### src/rtl/inst_fetch.sv
// Instruction fetch stage: small program store with a load port, a prescaled
// program counter, and a valid/ready instruction output that stops on HALT.
module inst_fetch #(
  parameter int DEPTH    = 8,
  parameter int ADDR_W   = 3,
  parameter int TICK_DIV = 30000000
) (
  input  logic              clk,
  input  logic              rst,
  input  logic              run,
  input  logic              load_en,
  input  logic [ADDR_W-1:0] load_addr,
  input  logic [31:0]       load_data,
  output logic [31:0]       instr_out,
  output logic              instr_valid,
  input  logic              instr_ready,
  output logic [ADDR_W-1:0] pc_out,
  output logic              halted
);

  // Prescaler needs at least one bit even when every cycle is a step.
  localparam int              PRE_W    = (TICK_DIV > 1) ? $clog2(TICK_DIV) : 1;
  localparam logic [PRE_W-1:0] PRE_LAST = PRE_W'(TICK_DIV - 1);
  localparam logic [3:0]       HALT_OP  = 4'hE;

  typedef enum logic [1:0] {
    S_IDLE = 2'd0,
    S_RUN  = 2'd1,
    S_HALT = 2'd2
  } state_t;

  state_t            state;
  state_t            state_next;
  logic [31:0]       mem [DEPTH];
  logic [PRE_W-1:0]  presc;
  logic              pending;
  logic              counting;
  logic              tick;
  logic              issue;
  logic              transfer;
  logic              is_halt_word;
  logic [31:0]       rd_word;

  // Step/issue/handshake qualifiers and the word the pc currently points at.
  always_comb begin
    counting     = run && (state != S_HALT);
    tick         = counting && (presc == PRE_LAST);
    issue        = pending && (state == S_RUN) && (!instr_valid || instr_ready);
    transfer     = instr_valid && instr_ready;
    rd_word      = mem[pc_out];
    is_halt_word = (rd_word[31:28] == HALT_OP);
  end

  // Next-state: HALT is entered on the same edge the HALT word is fetched,
  // so no further issue can follow it even when stepping every cycle.
  always_comb begin
    state_next = state;
    case (state)
      S_IDLE: begin
        if (run) state_next = S_RUN;
        else     state_next = S_IDLE;
      end
      S_RUN: begin
        if (!run)                      state_next = S_IDLE;
        else if (issue && is_halt_word) state_next = S_HALT;
        else                           state_next = S_RUN;
      end
      S_HALT: begin
        if (!run) state_next = S_IDLE;
        else      state_next = S_HALT;
      end
      default: state_next = S_IDLE;
    endcase
  end

  // Program store write port; loads are only accepted outside run mode and
  // the contents deliberately survive reset.
  always_ff @(posedge clk) begin
    if (load_en && !run) mem[load_addr] <= load_data;
  end

  // State register.
  always_ff @(posedge clk) begin
    if (rst) state <= S_IDLE;
    else     state <= state_next;
  end

  // Prescaler: free-runs while stepping is enabled, frozen in HALT.
  always_ff @(posedge clk) begin
    if (rst || !run) begin
      presc <= '0;
    end else if (counting) begin
      if (tick) presc <= '0;
      else      presc <= presc + PRE_W'(1);
    end
  end

  // One-deep step request; a tick arriving while one is waiting is lost,
  // and a tick on the issue cycle re-arms it.
  always_ff @(posedge clk) begin
    if (rst || !run) pending <= 1'b0;
    else if (tick)   pending <= 1'b1;
    else if (issue)  pending <= 1'b0;
  end

  // Fetch and output register: the store read lands directly in instr_out,
  // so an issue coinciding with a transfer keeps valid high back-to-back.
  always_ff @(posedge clk) begin
    if (rst) begin
      instr_out   <= 32'h0000_0000;
      instr_valid <= 1'b0;
      pc_out      <= '0;
    end else if (issue) begin
      instr_out   <= rd_word;
      instr_valid <= 1'b1;
      pc_out      <= pc_out + ADDR_W'(1);
    end else if (transfer) begin
      instr_valid <= 1'b0;
    end
  end

  // Halted flag mirrors the registered HALT state.
  always_ff @(posedge clk) begin
    if (rst) halted <= 1'b0;
    else     halted <= (state_next == S_HALT);
  end

endmodule

### config.mk
export PLATFORM = sky130hd
export DESIGN_NAME = inst_fetch
export DESIGN_NICKNAME = d
export VERILOG_FILES = /design/src/rtl/inst_fetch.sv
export SDC_FILE = /design/constraint.sdc
export NUM_CORES = 1
export LEC_CHECK = 0
export CAP_MARGIN = 0
export CORE_MARGIN = 2
export CORE_UTILIZATION = 60
export CTS_BUF_LIST = sky130_fd_sc_hd__clkbuf_8
export CTS_CLUSTER_SIZE = 8
export DETAILED_ROUTE_END_ITERATION = 8
export HOLD_SLACK_MARGIN = 0.06
export MAX_ROUTING_LAYER = met4
export PLACE_DENSITY = 0.81
export SLEW_MARGIN = 20
export SYNTH_ARGS = -nofsm -noshare
export SYNTH_HDL_FRONTEND = slang
export SYNTH_SLANG_ARGS = --single-unit
### constraint.sdc
create_clock -name clk -period 6.7 [get_ports clk]
set_input_delay 0.67 -clock clk [delete_from_list [all_inputs] [get_ports clk]]
set_output_delay 0.67 -clock clk [all_outputs]
set_load 0.05 [all_outputs]
==> run summary <==
Outcome -> completed
Wire per inst -> 21.00 um
Proportion of layout cells with a drive suffix above 1 -> 18.73%
Number of gates resized after cts -> 0
Global route total overflow -> 0
CP endpoint kind -> register
Worst-Skew Late Latency -> 0.57 ns
Top_reg_cell synth -> edfxtp_1
PwrDens -> 262.0 mW/mm^2
Syn_nets -> 712
Buffer count from post-CTS setup fixing -> 0
Die Y -> 146.8 um
Vias in the first global route -> 6770
Relative slew slack -> 34.04%
Post-synthesis sequential area ratio -> 73.95%
Maxcap violations -> 0
Worst-path clk slew -> 0.06 ns
Hold_ws -> 0.4622 ns
Max Root-Sink Buffers -> 3
Synth top area share -> 62.83%
Asr flop ratio synth -> 0%
Setup Total Neg Slack -> 0 ns
Port bufs -> 76
IO Pins -> 77
Initial antenna violation count -> 1
First-pass GRT wire length -> 35.98 mm
Final setup viols -> 0
DP HPWL -> 12.67 mm
Library cells used by synthesis -> 39
Detailed Route WL -> 22.85 mm
CTS tree -> built
Starting Density -> 60.86%
Cell Chain, Critical Path -> buf_4, mux4_2, nor2_1, nor4_1, nand4b_1, nor3b_1
Critical path peak fanout -> 53
Worst path top cell family by delay -> simple AND/OR/NAND/NOR gates
Fin. Hold Viols -> 0
Vias/cell -> 5.874
Antenna-violating nets left -> 0
Worst endpoint required time -> 7.15 ns
Cells after Synth -> 670
Max-slew violations -> 0
Nets -> 818
Fmax -> 388.9 MHz
DRC viols -> 0
DIE AREA -> 0.02155 mm^2
Largest net degree at the start of global routing -> 54
Core ar. -> 0.02010 mm^2
Min-delay worst type -> register to register
GP Congestion -> 0.8452
Overall routing resource usage -> 22.53%
H-tree levels -> 2
Row count -> 52
Final min period -> 2.571 ns
#FFs+latches synth -> 324
Worst vdd ir -> 0.0001578 V
Worst path bufs/invs -> 1
Final Cycle Share -> 38.38%
Post-cts hold buffer count -> 0
Area grow syn2layout -> 16.27%
Post-synth EDFFs -> 256
Starting DRT DRC Count -> 479
CTS buffer count -> 50
Worst Setup Start Kind -> register
RSZ-0062 raised after global routing -> no
DRT Pass-1 Iters -> 5
Slowest cell on crit path -> buf_4
Worst Tran Pin Value -> 0.9894 ns
Largest cells by area after synthesis -> edfxtp_1 63%, mux4_2 12%, dfxtp_1 11%
Leading area contributor after synthesis -> edfxtp_1
CP arrival -> 3.02 ns
Crit-path max cell delay -> 0.67 ns
Syn_area_per_cell -> 18.26 um^2
Mapped cell area -> 0.01224 mm^2
Critical path type -> register to register
Fill cell count -> 1217
Lkg Pwr -> 4.454 nW
Clock skew -> 0.01719 ns
CTS root buffer -> clkbuf_8
DR vias -> 6391
Number of synthesis warnings -> 0
Chip Width -> 146.8 um
Clock Sinks -> 324
==> logic make-up after synthesis <==
| group | share of synthesized area (%) |
|---|---|
| buffers and inverters | 1.421 |
| AO/OA/AOI/OAI | 2.168 |
| multiplexers | 14.32 |
| adder cells (fa/ha/maj) | 0.2045 |
| AND/OR/NAND/NOR | 6.146 |
| XOR/XNOR | 1.790 |
| flip-flops | 73.95 |
==> power by group <==
part	total (mW)	switching, mW	internal (mW)
registers	2.21	0.00764	2.20
clock network	1.44	0.706	0.729
logic	0.0834	0.0496	0.0338
total	3.73	0.763	2.96
==> layout make-up <==
type	instances	area (um^2)	share of cell area (%)
clock buffer	53	729.5	5.128
timing repair buffer	88	865.8	6.086
sequential	324	9055	63.65
clock inverter	40	160.2	1.126
inverter	2	7.507	0.05277
tap	270	337.8	2.375
multi-input combinational	310	3068	21.57
antenna	1	2.502	0.01759
==> worst paths after layout <==
check / from / depth (start not counted) / endpoint / slack [ns]
worst max-delay path: register / 6 / state[0] / 4.13
worst min-delay path: state[1] / 1 / state[0] / 0.46
worst max register to register: register / 6 / state[0] / 4.13
worst min register to register: state[1] / 1 / state[0] / 0.46
==> state kept, by name (all words and copies together) (netlist names), named ones only <==
register / cells
mem: 256
instr_out: 32
presc: 25
pc_out: 3
state: 2
halted: 1
instr_valid: 1
pending: 1
==> through the flow <==
| stage | utilization (%) | total power, mW | std cells | setup slack, ns | area [um^2] |
|---|---|---|---|---|---|
| finish | 70.76 | 3.728 | 1088 | 4.129 | 14230 |
| global route | 70.76 | 3.860 | 1088 | 3.991 | 14230 |
| CTS | 70.61 | 3.765 | 1086 | 4.106 | 14200 |
| detailed placement | 66.19 | 2.334 | 993 | 3.682 | 13310 |
| global placement | 66.19 | 2.326 | 993 | 3.675 | 13310 |
| floorplan | - | 2.279 | 670 | 2.165 | 12240 |
==> cell usage after synthesis (all sizes together) (8+ instances only) <==
cell type	number
edfxtp	256
dfxtp	68
nor2	68
mux4	63
mux2i	31
a211oi	30
buf	23
xnor2	18
nand2	17
nor3	12
clkbuf	11
nand3	9
a21oi	8
==> layout by cell type (no fill, tap or decap), types with 3 or more instances in the layout <==
| cell | instances |
|---|---|
| buf_4 | 11 |
| a21oi_1 | 8 |
| nor2_1 | 64 |
| mux4_2 | 63 |
| nand4_1 | 5 |
| edfxtp_1 | 256 |
| xor2_1 | 7 |
| nor3b_1 | 3 |
| a211oi_1 | 30 |
| nor4_2 | 3 |
| nor3_1 | 8 |
| nor4_1 | 4 |
| clkdlybuf4s50_1 | 75 |
| nand2_1 | 17 |
| and4_1 | 3 |
| xnor2_1 | 18 |
| inv_1 | 39 |
| and3_1 | 5 |
| nand2b_1 | 5 |
| nor3_2 | 4 |
| mux2i_1 | 31 |
| dfxtp_1 | 65 |
| nand3_1 | 9 |
| clkbuf_8 | 53 |
==> per-layer routing <==
metal / GRT usage [%] / part of all wire, % / vias up
met4: 8.544 / 2.4 / 0
li1: - / - / 2870
met2: 35.02 / 48 / 217
met3: 4.658 / 6.1 / 48
met1: 29.99 / 43 / 3256
met5: - / 0 / -
No activity file was read; power rests on OpenSTA's default activity.
